<file path="src/rtl/mem_arbiter.sv">
// Two-master (fetch/data) to one-slave memory arbiter: data has priority, a burst limit protects fetch.
// m_req_o rises the cycle after grant; one ack/err pulse follows m_ack_i or timeout; masters hold req while busy.
module mem_arbiter #(
   parameter int unsigned TIMEOUT   = 255,
   parameter int unsigned BURST_MAX = 4
) (
   input  logic        clk,
   input  logic        rst,
   input  logic        f_req_i,
   input  logic [31:0] f_addr_i,
   output logic [31:0] f_rdata_o,
   output logic        f_ack_o,
   output logic        f_err_o,
   input  logic        d_req_i,
   input  logic        d_wen_i,
   input  logic [31:0] d_addr_i,
   input  logic [31:0] d_wdata_i,
   input  logic [3:0]  d_wmask_i,
   output logic [31:0] d_rdata_o,
   output logic        d_ack_o,
   output logic        d_err_o,
   output logic        m_req_o,
   output logic        m_wen_o,
   output logic [31:0] m_addr_o,
   output logic [31:0] m_wdata_o,
   output logic [3:0]  m_wmask_o,
   input  logic [31:0] m_rdata_i,
   input  logic        m_ack_i,
   output logic        busy_o
);

   localparam int unsigned BW = $clog2(BURST_MAX + 1);
   localparam logic [15:0]    TO_LAST   = 16'(TIMEOUT - 1);
   localparam logic [BW-1:0]  BURST_LIM = BW'(BURST_MAX);

   typedef enum logic [1:0] {IDLE = 2'd0, REQ = 2'd1, RESP = 2'd2} state_t;

   typedef struct packed {
      logic        wen;
      logic [31:0] addr;
      logic [31:0] wdata;
      logic [3:0]  wmask;
   } mreq_t;

   state_t        state_q, state_d;
   mreq_t         mreq_q, mreq_d;
   logic          own_d_q, own_d_d;   // 1 = data master owns the transaction
   logic          err_q, err_d;
   logic [15:0]   tcnt_q, tcnt_d;
   logic [BW-1:0] bcnt_q, bcnt_d;
   logic [31:0]   rdata_q, rdata_d;
   logic          grant_f;
   logic          grant_d;

   // Fetch wins only when data is idle or has used up its burst allowance.
   assign grant_f = f_req_i && (!d_req_i || (bcnt_q == BURST_LIM));
   assign grant_d = d_req_i && !grant_f;

   always_ff @(posedge clk or posedge rst) begin
      if (rst) begin
         state_q <= IDLE;
      end else begin
         state_q <= state_d;
      end
   end

   always_comb begin
      state_d = state_q;
      case (state_q)
         IDLE:    if (grant_f || grant_d) state_d = REQ;
         REQ:     if (m_ack_i || (tcnt_q == TO_LAST)) state_d = RESP;
         RESP:    state_d = IDLE;
         default: state_d = IDLE;
      endcase
   end

   always_comb begin
      mreq_d  = mreq_q;
      own_d_d = own_d_q;
      err_d   = err_q;
      tcnt_d  = tcnt_q;
      bcnt_d  = bcnt_q;
      rdata_d = rdata_q;
      case (state_q)
         IDLE: begin
            if (grant_f) begin
               mreq_d  = '{wen: 1'b0, addr: f_addr_i, wdata: 32'h0, wmask: 4'hF};
               own_d_d = 1'b0;
               tcnt_d  = '0;
               bcnt_d  = '0;
            end else if (grant_d) begin
               mreq_d  = '{wen: d_wen_i, addr: d_addr_i, wdata: d_wdata_i, wmask: d_wmask_i};
               own_d_d = 1'b1;
               tcnt_d  = '0;
               if (!f_req_i) begin
                  bcnt_d = '0;
               end else if (bcnt_q != BURST_LIM) begin
                  bcnt_d = bcnt_q + BW'(1);
               end
            end
         end
         REQ: begin
            if (m_ack_i) begin
               rdata_d = m_rdata_i;
               err_d   = 1'b0;
            end else if (tcnt_q == TO_LAST) begin
               rdata_d = '0;
               err_d   = 1'b1;
            end else begin
               tcnt_d = tcnt_q + 16'd1;
            end
         end
         default: ;
      endcase
   end

   always_ff @(posedge clk or posedge rst) begin
      if (rst) begin
         mreq_q  <= '0;
         own_d_q <= 1'b0;
         err_q   <= 1'b0;
         tcnt_q  <= '0;
         bcnt_q  <= '0;
         rdata_q <= '0;
      end else begin
         mreq_q  <= mreq_d;
         own_d_q <= own_d_d;
         err_q   <= err_d;
         tcnt_q  <= tcnt_d;
         bcnt_q  <= bcnt_d;
         rdata_q <= rdata_d;
      end
   end

   // Outputs decode registered state only, so reset clears them without a clock.
   always_comb begin
      m_req_o = (state_q == REQ);
      busy_o  = (state_q != IDLE);
      f_ack_o = 1'b0;
      f_err_o = 1'b0;
      d_ack_o = 1'b0;
      d_err_o = 1'b0;
      if (state_q == RESP) begin
         if (own_d_q) begin
            d_ack_o = !err_q;
            d_err_o = err_q;
         end else begin
            f_ack_o = !err_q;
            f_err_o = err_q;
         end
      end
   end

   assign m_wen_o   = mreq_q.wen;
   assign m_addr_o  = mreq_q.addr;
   assign m_wdata_o = mreq_q.wdata;
   assign m_wmask_o = mreq_q.wmask;
   assign f_rdata_o = rdata_q;
   assign d_rdata_o = rdata_q;

endmodule

</file>
<file path="config.mk">
export PLATFORM = sky130hd
export DESIGN_NAME = mem_arbiter
export DESIGN_NICKNAME = d
export VERILOG_FILES = /design/src/rtl/mem_arbiter.sv
export SDC_FILE = /design/constraint.sdc
export NUM_CORES = 1
export LEC_CHECK = 0
export ABC_CLOCK_PERIOD_IN_PS = 4850
export CORE_MARGIN = 4
export CORE_UTILIZATION = 30
export DETAILED_ROUTE_END_ITERATION = 10
export HOLD_SLACK_MARGIN = 0.06
export PLACE_DENSITY_LB_ADDON = 0.25
export SETUP_SLACK_MARGIN = 0.1
export SLEW_MARGIN = 20
export SYNTH_ARGS = -nofsm -noshare
export SYNTH_HDL_FRONTEND = slang
export SYNTH_SLANG_ARGS = --single-unit
</file>
<file path="constraint.sdc">
create_clock -name clk -period 4.85 [get_ports clk]
set_input_delay 0.7275 -clock clk [delete_from_list [all_inputs] [get_ports clk]]
set_output_delay 0.7275 -clock clk [all_outputs]
set_load 0.02 [all_outputs]
</file>
# After elaboration in Yosys (flattened, before gate mapping)
# Index checks and enable logic that the tools add are counted.
dict set report totals {
  register_bits 124
  latchBits 0
  mem_bits_rw 0
  mem_bits_ro 0
  input_bits 138
  wordCells 69
  memories 0
}
dict set report classes {
  add_sub_neg 2
  n_mul 0
  div_mod_pow 0
  n_lt_le_gt_ge 0
  n_eq_ne 11
  shift 0
  mux 28
  bitwise 0
  reduce_logical 18
}
# cell n
set op_table {}
lappend op_table {{69-bit 2-to-1 mux} 2}
lappend op_table {{16-bit 2-to-1 mux} 4}
lappend op_table {{32-bit 2-to-1 mux} 2}
lappend op_table {{16-bit case mux with 2 select lines} 1}
lappend op_table {{16-bit by 1-bit adder with 16-bit output (second input constant)} 1}
lappend op_table {{16-bit by 8-bit equality test with 1-bit output (second input constant)} 1}
lappend op_table {{1-bit 2-to-1 mux} 12}
lappend op_table {{3-bit 2-to-1 mux} 4}
lappend op_table {{2-bit nonzero test} 4}
lappend op_table {{2-bit != test (second input constant)} 3}
lappend op_table {{3-bit != test (second input constant)} 2}
lappend op_table {{2-bit AND reduction} 3}
lappend op_table {{2-bit 2-to-1 mux} 2}
lappend op_table {{2-bit case mux with 2 select lines} 1}
lappend op_table {{4-bit AND reduction} 1}
lappend op_table {{3-bit by 1-bit adder with 3-bit output (second input constant)} 1}
lappend op_table {{3-bit equality test (second input constant)} 1}
lappend op_table {{1-bit zero test} 3}
lappend op_table {{1-bit logical OR} 3}
lappend op_table {{3-bit by 1-bit != test with 1-bit output (second input constant)} 1}
lappend op_table {{3-bit AND reduction} 1}
lappend op_table {{2-bit by 1-bit equality test with 1-bit output (second input constant)} 1}
lappend op_table {{2-bit equality test (second input constant)} 1}
lappend op_table {{1-bit logical AND} 2}
lappend op_table {{other kinds (2)} 2}

# Depth between registers and ports, before layout
# Gate-level depths: netlist of run 1.
dict set report logic_depth {
  ltp_word 8
  mapped_depth 8
  depth_no_buf 7
}

# Least setup slack after synthesis of run 1
# Ideal clock, no wire load.
dict set report synth_path {
  path_type {reg-to-reg}
  start {register tcnt_q[9]}
  end {register tcnt_q[1]}
  setup_time_ns 0.127
  arrival_time_ns 2.013
  setup_slack_ns 2.709
  stages_incl_launch_ff 6
  period_less_slack_ns 2.141
  cell_sequence {dfrtp_1 > or4_4 > o41a_1 > a21oi_4 > inv_2 > mux2_1}
}
dict set report synth_between {
  elab_chain_cells 3
}
# element line
set synth_rtl {}
lappend synth_rtl {{start: declaration} 49} ;# logic [15:0] tcnt_q, tcnt_d;
lappend synth_rtl {{start signal: assignment} 129} ;# tcnt_q <= tcnt_d;
lappend synth_rtl {{16-bit by 8-bit equality test with 1-bit output} 106} ;# end else if (tcnt_q == TO_LAST) begin
lappend synth_rtl {{2-bit != test (no line)} --}
lappend synth_rtl {{4-bit AND reduction (no line)} --}
# Every way passes these cells.
# A chain may end at the register's enable or synchronous reset.

# Final worst setup path of run 1
dict set report layout_path {
  start {register state_q[1]}
  end {output port m_req_o}
}
dict set report layout_between {
  elab_chain_cells 1
}
# element line
set layout_rtl {}
lappend layout_rtl {{start: declaration} 45} ;# state_t state_q, state_d;
lappend layout_rtl {{start signal: assignment} 63} ;# state_q <= state_d;
lappend layout_rtl {{2-bit by 1-bit equality test with 1-bit output} 137} ;# m_req_o = (state_q == REQ);
lappend layout_rtl {{end: declaration} 22} ;# output logic m_req_o,
# Every way passes these cells.

==> flow_metrics.tcl, run 1 <==
set metrics [dict create \
    grt_max_degree 65 \
    setup_tns_ps 0 \
    crit_path_end_kind "output port" \
    synth_ff_type "sky130_fd_sc_hd__dfrtp_1" \
    min_cycle_time_layout_ps 3250 \
    grt_overflow 0 \
    clk_pin_slew_worst_paths_ps 60 \
    placed_area_sq_um 8350 \
    synth.yosys.warnings 0 \
    max_stage_delay_ps 750 \
    route.vias.total 4900 \
    routed_via_density 4.75 \
    final.setup_skew_ps 8.12 \
    cts-root-to-sink-buffers 2 \
    cap_viol_max_count 0 \
    timing.final.setup_violations 0 \
    cts_inserted_buffers 17 \
    fmaxAchievable_mhz 308 \
    die_x_extent_um 144 \
    placed_cells 1000 \
    grt_pass1_wl_um 25700 \
    globalplace.congestion 0.847 \
    rr_worst_depth 5 \
    netlist-cell-type-count 43 \
    sink_count_of_the_clock_tree 124 \
    numPortBuffers 276 \
    floorplan.rows 49 \
    timing.hold.worst.start "m_wmask_o[2]$_DFFE_PP0P_" \
    antenna_violating_nets_post_route 0 \
    design.portCount 277 \
    worst_hold_path.num_cells 2 \
    syn-instance-count 554 \
    antennaDiodeCount 0 \
    final_layout_net_count 932 \
    cts_tree "done" \
    stdcell_area_sq_um 8960 \
    final_hold_viol_count 0 \
    dr.first_iter.drc_count 353 \
    timing.hold.worst.class "reg2reg" \
    instances_no_fill 1032 \
    drt-wirelength-per-cell_um 16.1 \
    yosysSeqAreaShare_pct 55.7 \
    start_kind "flop" \
    outcome "complete, no violations" \
    r2r_setup_slack_ps 2270 \
    synth-edff-count 0 \
    cts_htree_levels 4 \
    post_route_cells_drive_above_1_share_pct 6.23 \
    timing_worst_setup_path_type "reg2out" \
    root_cell_of_the_clock_tree "sky130_fd_sc_hd__clkbuf_16" \
    leakage_nw 3.79 \
    starting_density_of_the_core_pct 30.7 \
    grt_setup_unrepaired "false" \
    post-layout-total-power_mw 5.88 \
    slew-limit-headroom_pct 33.4 \
    min_delay_worst_endpoint "m_wmask_o[2]$_DFFE_PP0P_" \
    total_die_area_sq_um 20800 \
    syn_area_per_cell_sq_um 10.1 \
    critical_path.cell_chain "nand2b_1, inv_1, clkdlybuf4s50_1" \
    critical_path.startpoint "state_q[1]$_DFFE_PP0P_" \
    post-cts-setup-buffer-count 0 \
    critPathRequiredTime_ps 4120 \
    first_global_vias 4955 \
    number_of_antenna_violations_at_the_first_check_in_global_routing 0 \
    timing.final.crit_share_pct 66.9 \
    area_added_between_synthesis_and_finish_pct 60.7 \
    grtUsageTotal_pct 15.8 \
    fin_ws_ps 1600 \
    regToRegStartpoint "tcnt_q[9]$_DFFE_PP0P_" \
    dp_hpwl_um 12400 \
    design.core.area_sq_um 18100 \
    num-fill-cells 1621 \
    postCtsResizedCells 0 \
    critical_path_arrival_ps 2520 \
    critical_path.slowest_cell "sky130_fd_sc_hd__clkdlybuf4s50_1" \
    asyncSetResetFlopFracSynth_pct 100 \
    critPathMaxFanout 23 \
    clock_insertion_delay_worst_skew_ps 410 \
    powerDensity_nw_per_um2 656 \
    rr_endpoint "tcnt_q[1]$_DFFE_PP0P_" \
    post_synth_instance_area_sq_um 5580 \
    worst_ir_drop_vdd_mv 0.289 \
    cts.hold.buffers_added 0 \
    drv_slew 0 \
    ys_seq_elements 124 \
    route.detailed.drc 0 \
    syn_nets 696 \
    detail_route.first_pass.iterations 4 \
    dieHeight_um 144 \
    pre_cts_slack_ps 2050 \
    timing_worst_slew_pin_value_ps 996 \
    finalWirelength_um 16600 \
]
-- report_power, final --
part           switching, mW  internal, mW  leakage [nW]
registers              0.307          1.47          1.57
clock network          0.481         0.816         0.291
logic                   1.50          1.30          1.94
total                   2.29          3.59          3.79
-- worst max-delay path, delay by kind of cell, from the launching register on --
family,cells,cell delay [ps]
buffers and inverters,2,1390
DFF,1,380
and+or+nand+nor,1,340
-- worst max path at each step --
stage                                end  slack (ps)  cells past startpoint
6_report                         m_req_o        1600                      3
5_1_grt                          m_req_o        1450                      3
4_1_cts                          m_req_o        1610                      3
3_5_place_dp     m_addr_o[4]$_DFFE_PP0P_        2050                      4
3_3_place_gp   d_rdata_o[10]$_DFFE_PP0P_        2080                      4
2_1_floorplan      bcnt_q[0]$_DFFE_PP0P_         820                      1
-- flip-flops by register name, indices dropped and copies added (netlist names) --
register   cells
d_rdata_o     32
m_wdata_o     32
bcnt_q         3
m_wen_o        1
err_q          1
state_q        2
m_addr_o      32
own_d_q        1
m_wmask_o      4
tcnt_q        16
-- Yosys cell counts (2+ instances only) --
master                     instances  area (sq um)
sky130_fd_sc_hd__buf_2             5          25.0
sky130_fd_sc_hd__dfrtp_1         124          3100
sky130_fd_sc_hd__nor4_1            7          43.8
sky130_fd_sc_hd__mux2i_1          32           320
sky130_fd_sc_hd__o21a_1            5          37.5
sky130_fd_sc_hd__clkbuf_1         28           105
sky130_fd_sc_hd__a21oi_1           8          40.0
sky130_fd_sc_hd__nand2_1         121           454
sky130_fd_sc_hd__buf_4            32           240
sky130_fd_sc_hd__and3_1            2          12.5
sky130_fd_sc_hd__o21ai_1           3          15.0
sky130_fd_sc_hd__nor2_1           13          48.8
sky130_fd_sc_hd__ha_1              4          50.1
sky130_fd_sc_hd__nor3_1            4          20.0
sky130_fd_sc_hd__or3_1             2          12.5
sky130_fd_sc_hd__nand3_1           4          20.0
sky130_fd_sc_hd__inv_1            13          48.8
sky130_fd_sc_hd__a31oi_1          12          75.1
sky130_fd_sc_hd__a22o_1           32           280
sky130_fd_sc_hd__nand4_1           6          37.5
sky130_fd_sc_hd__o21ai_0          74           370
sky130_fd_sc_hd__o211ai_1          2          15.0
-- layout by cell type (no fill, tap or decap), types with 2 or more instances in the layout --
master and count:
sky130_fd_sc_hd__a21oi_1 7, sky130_fd_sc_hd__a21oi_4 2, sky130_fd_sc_hd__a22o_1 32, sky130_fd_sc_hd__a31oi_1 12, sky130_fd_sc_hd__and3_1 2, sky130_fd_sc_hd__buf_4 6, sky130_fd_sc_hd__bufinv_16 3, sky130_fd_sc_hd__clkbuf_16 17
sky130_fd_sc_hd__clkdlybuf4s50_1 276, sky130_fd_sc_hd__clkinv_4 4, sky130_fd_sc_hd__clkinvlp_4 3, sky130_fd_sc_hd__dfrtp_1 124, sky130_fd_sc_hd__ha_1 4, sky130_fd_sc_hd__inv_1 12, sky130_fd_sc_hd__inv_6 4, sky130_fd_sc_hd__mux2i_1 32
sky130_fd_sc_hd__nand2_1 120, sky130_fd_sc_hd__nand3_1 4, sky130_fd_sc_hd__nand4_1 6, sky130_fd_sc_hd__nor2_1 11, sky130_fd_sc_hd__nor3_1 4, sky130_fd_sc_hd__nor4_1 7, sky130_fd_sc_hd__o211ai_1 2, sky130_fd_sc_hd__o21a_1 5
sky130_fd_sc_hd__o21ai_0 74, sky130_fd_sc_hd__o21ai_1 2, sky130_fd_sc_hd__or3_1 2
-- cells by family after synthesis --
family	count (synthesis)	share of synthesized area, %
multiplexers	34	6.15
buffers and inverters	80	7.79
adder cells (fa/ha/maj)	4	0.898
flip-flops	124	55.7
AND/OR/NAND/NOR	165	12.5
AO/OA/AOI/OAI	147	17.0
-- metal layers --
| layer | vias up | track usage, % | share of wire (%) | wire length, um |
|---|---|---|---|---|
| met1 | 2311 | 17.4 | 38 | 6330 |
| met5 | - | 0 | 0 | 0 |
| met2 | 206 | 27.6 | 51 | 8560 |
| li1 | 2377 | - | - | - |
| met3 | 6 | 7.57 | 9.8 | 1640 |
| met4 | 0 | 3.53 | 0.55 | 91 |
-- through the flow --
stage	util (%)	hold WS, ps
2_1_floorplan	-	485
3_3_place_gp	46.0	451
3_5_place_dp	46.0	463
4_1_cts	49.4	483
5_1_grt	49.4	501
6_report	49.4	475
-- layout make-up --
type                            instances  area, sq um  share of cell area, %
Tap cell                              229          287                   3.20
Clock buffer                           17          425                   4.75
Inverter                               14         55.1                  0.615
Clock inverter                         15          188                   2.09
Multi-Input combinational cell        350         2070                   23.1
Sequential cell                       124         3100                   34.6
Timing Repair Buffer                  283         2830                   31.6
Power figures use the tool's default switching activity.
==> run 2, diff against run 1 <==
Settings changed: ABC_CLOCK_PERIOD_IN_PS 4850 to 3300.
Clock period 4.85 ns to 3.3 ns, I/O delays scaled along.
==> run 2 against run 1 <==
  * Die area is the same
  * Worst setup slack lost 840 ps
  * Routed wire length grew 0.97%
  * Hold slack lost 2.4 ps
  * Non-clock buffer count grew 2
  * Combinational power grew 48%
  * Sequential power grew 46%
  * Largest power group unchanged
  * Highest routed layer unchanged
==> flow_metrics.tcl, run 2 (synthesis gave the netlist of run 1 again) <==
set metrics [dict create \
    critPathRequiredTime_ps 3590 \
    design.portCount 277 \
    critical_path_arrival_ps 2830 \
    drv_slew 0 \
    outcome "complete, no violations" \
    timing_worst_setup_path_type "reg2reg" \
    powerDensity_nw_per_um2 951 \
    utilization_pct 49.4 \
    cts.hold.buffers_added 0 \
    total_die_area_sq_um 20800 \
    root_cell_of_the_clock_tree "sky130_fd_sc_hd__clkbuf_16" \
    starting_density_of_the_core_pct 30.7 \
    postCtsResizedCells 0 \
    rr_endpoint "tcnt_q[1]$_DFFE_PP0P_" \
    max_stage_delay_ps 650 \
    regToRegStartpoint "tcnt_q[9]$_DFFE_PP0P_" \
    area_added_between_synthesis_and_finish_pct 60.8 \
    final_layout_net_count 934 \
    floorplan.rows 49 \
    layout_commonest_cell "sky130_fd_sc_hd__clkdlybuf4s50_1" \
    crit_path_end_kind "flop" \
    min_cycle_time_layout_ps 2540 \
    detail_route.first_pass.iterations 4 \
    stdcell_area_sq_um 8970 \
    grtUsageTotal_pct 16.0 \
    dieHeight_um 144 \
    final.setup_skew_ps 10.6 \
    clock_insertion_delay_worst_skew_ps 410 \
    slew-limit-headroom_pct 44.5 \
    placed_area_sq_um 8380 \
    route.vias.total 4968 \
    start_kind "flop" \
    design.core.area_sq_um 18100 \
    critical_path.slowest_cell "sky130_fd_sc_hd__o41a_1" \
    numPortBuffers 276 \
    worst_ir_drop_vdd_mv 0.402 \
    post-cts-setup-buffer-count 0 \
    path_depth 5 \
    finalWirelength_um 16800 \
    number_of_antenna_violations_at_the_first_check_in_global_routing 0 \
    cts-root-to-sink-buffers 2 \
    grt_setup_unrepaired "false" \
    cap_viol_max_count 0 \
    grt_max_degree 72 \
    setup_tns_ps 0 \
    leakage_nw 3.78 \
    most_frequent_cells_in_the_layout "sky130_fd_sc_hd__clkdlybuf4s50_1, sky130_fd_sc_hd__dfrtp_1, sky130_fd_sc_hd__nand2_1" \
    final_hold_viol_count 0 \
    timing_worst_slew_pin_value_ps 831 \
    cts_htree_levels 4 \
    hold-worst-slack_ps 473 \
    critical_path.cell_chain "or4_4, o41a_1, a21oi_4, inv_2, mux2_1" \
    instances_no_fill 1034 \
    post_route_cells_drive_above_1_share_pct 6.34 \
    grt_pass1_wl_um 26200 \
    timing.final.crit_share_pct 76.9 \
    antennaDiodeCount 0 \
    grt_overflow 0 \
    critPathMaxFanout 13 \
    first_global_vias 5127 \
    r2r_setup_slack_ps 760 \
    globalplace.congestion 0.846 \
    cts_tree "done" \
    route.detailed.drc 0 \
    rr_worst_depth 5 \
    critical_path.startpoint "tcnt_q[9]$_DFFE_PP0P_" \
    routed_via_density 4.80 \
    timing.hold.worst.class "reg2reg" \
    critPathTopFamily "compound AO/OA/AOI/OAI gates" \
    sink_count_of_the_clock_tree 124 \
    clk_pin_slew_worst_paths_ps 60 \
    buffers_inverters_on_critical_path 1 \
    dp_hpwl_um 12200 \
    num-fill-cells 1650 \
    drt-wirelength-per-cell_um 16.2 \
    dr.first_iter.drc_count 256 \
    setup.worst_path.end "tcnt_q[1]$_DFFE_PP0P_" \
    antenna_violating_nets_post_route 0 \
    cts_inserted_buffers 17 \
    placed_cells 1002 \
    fmaxAchievable_mhz 394 \
    timing.final.setup_violations 0 \
    die_x_extent_um 144 \
]
==> run 2: per-stage QoR <==
| stage | setup slack [ps] | power, mW |
|---|---|---|
| floorplan | 1160 | 4.89 |
| global placement | 818 | 6.72 |
| detailed placement | 773 | 6.81 |
| CTS | 764 | 8.65 |
| global route | 667 | 9.08 |
| finish | 762 | 8.53 |
==> run 2: worst min path at each step <==
stage / depth (start not counted) / slack [ps] / startpoint / end
after floorplan: 1 / 490 / bcnt_q[0]$_DFFE_PP0P_ / bcnt_q[0]$_DFFE_PP0P_
after global placement: 2 / 450 / m_wmask_o[1]$_DFFE_PP0P_ / m_wmask_o[1]$_DFFE_PP0P_
after detailed placement: 2 / 460 / m_wmask_o[2]$_DFFE_PP0P_ / m_wmask_o[2]$_DFFE_PP0P_
after CTS: 2 / 470 / m_wmask_o[1]$_DFFE_PP0P_ / m_wmask_o[1]$_DFFE_PP0P_
after global routing: 2 / 500 / m_addr_o[3]$_DFFE_PP0P_ / m_addr_o[3]$_DFFE_PP0P_
final: 2 / 470 / m_wmask_o[1]$_DFFE_PP0P_ / m_wmask_o[1]$_DFFE_PP0P_
==> run 2: layout make-up <==
| cell class | count | area [sq um] | area share, % |
|---|---|---|---|
| Clock buffer | 20 | 467 | 5.21 |
| Clock inverter | 12 | 115 | 1.28 |
| Inverter | 14 | 56.3 | 0.628 |
| Multi-Input combinational cell | 350 | 2070 | 23.1 |
| Sequential cell | 124 | 3100 | 34.6 |
| Tap cell | 229 | 287 | 3.20 |
| Timing Repair Buffer | 285 | 2870 | 32.0 |
==> run 2: report_power, final <==
| part | switching, mW | internal [mW] |
|---|---|---|
| sequential | 0.436 | 2.17 |
| clock | 0.699 | 1.10 |
| combinational | 2.21 | 1.92 |
| total | 3.34 | 5.18 |
==> run 2: worst reg2reg max path, stage by stage (launching register included) <==
cell	delay, ps
sky130_fd_sc_hd__dfrtp_1	430
sky130_fd_sc_hd__or4_4	580
sky130_fd_sc_hd__o41a_1	650
sky130_fd_sc_hd__a21oi_4	280
sky130_fd_sc_hd__inv_2	150
sky130_fd_sc_hd__mux2_1	330
==> run 2: per-layer routing <==
layer,part of all wire (%),track usage [%]
met5,0,0
met3,9.4,6.91
met1,38,17.3
met2,51,28.3
met4,1.6,5.11
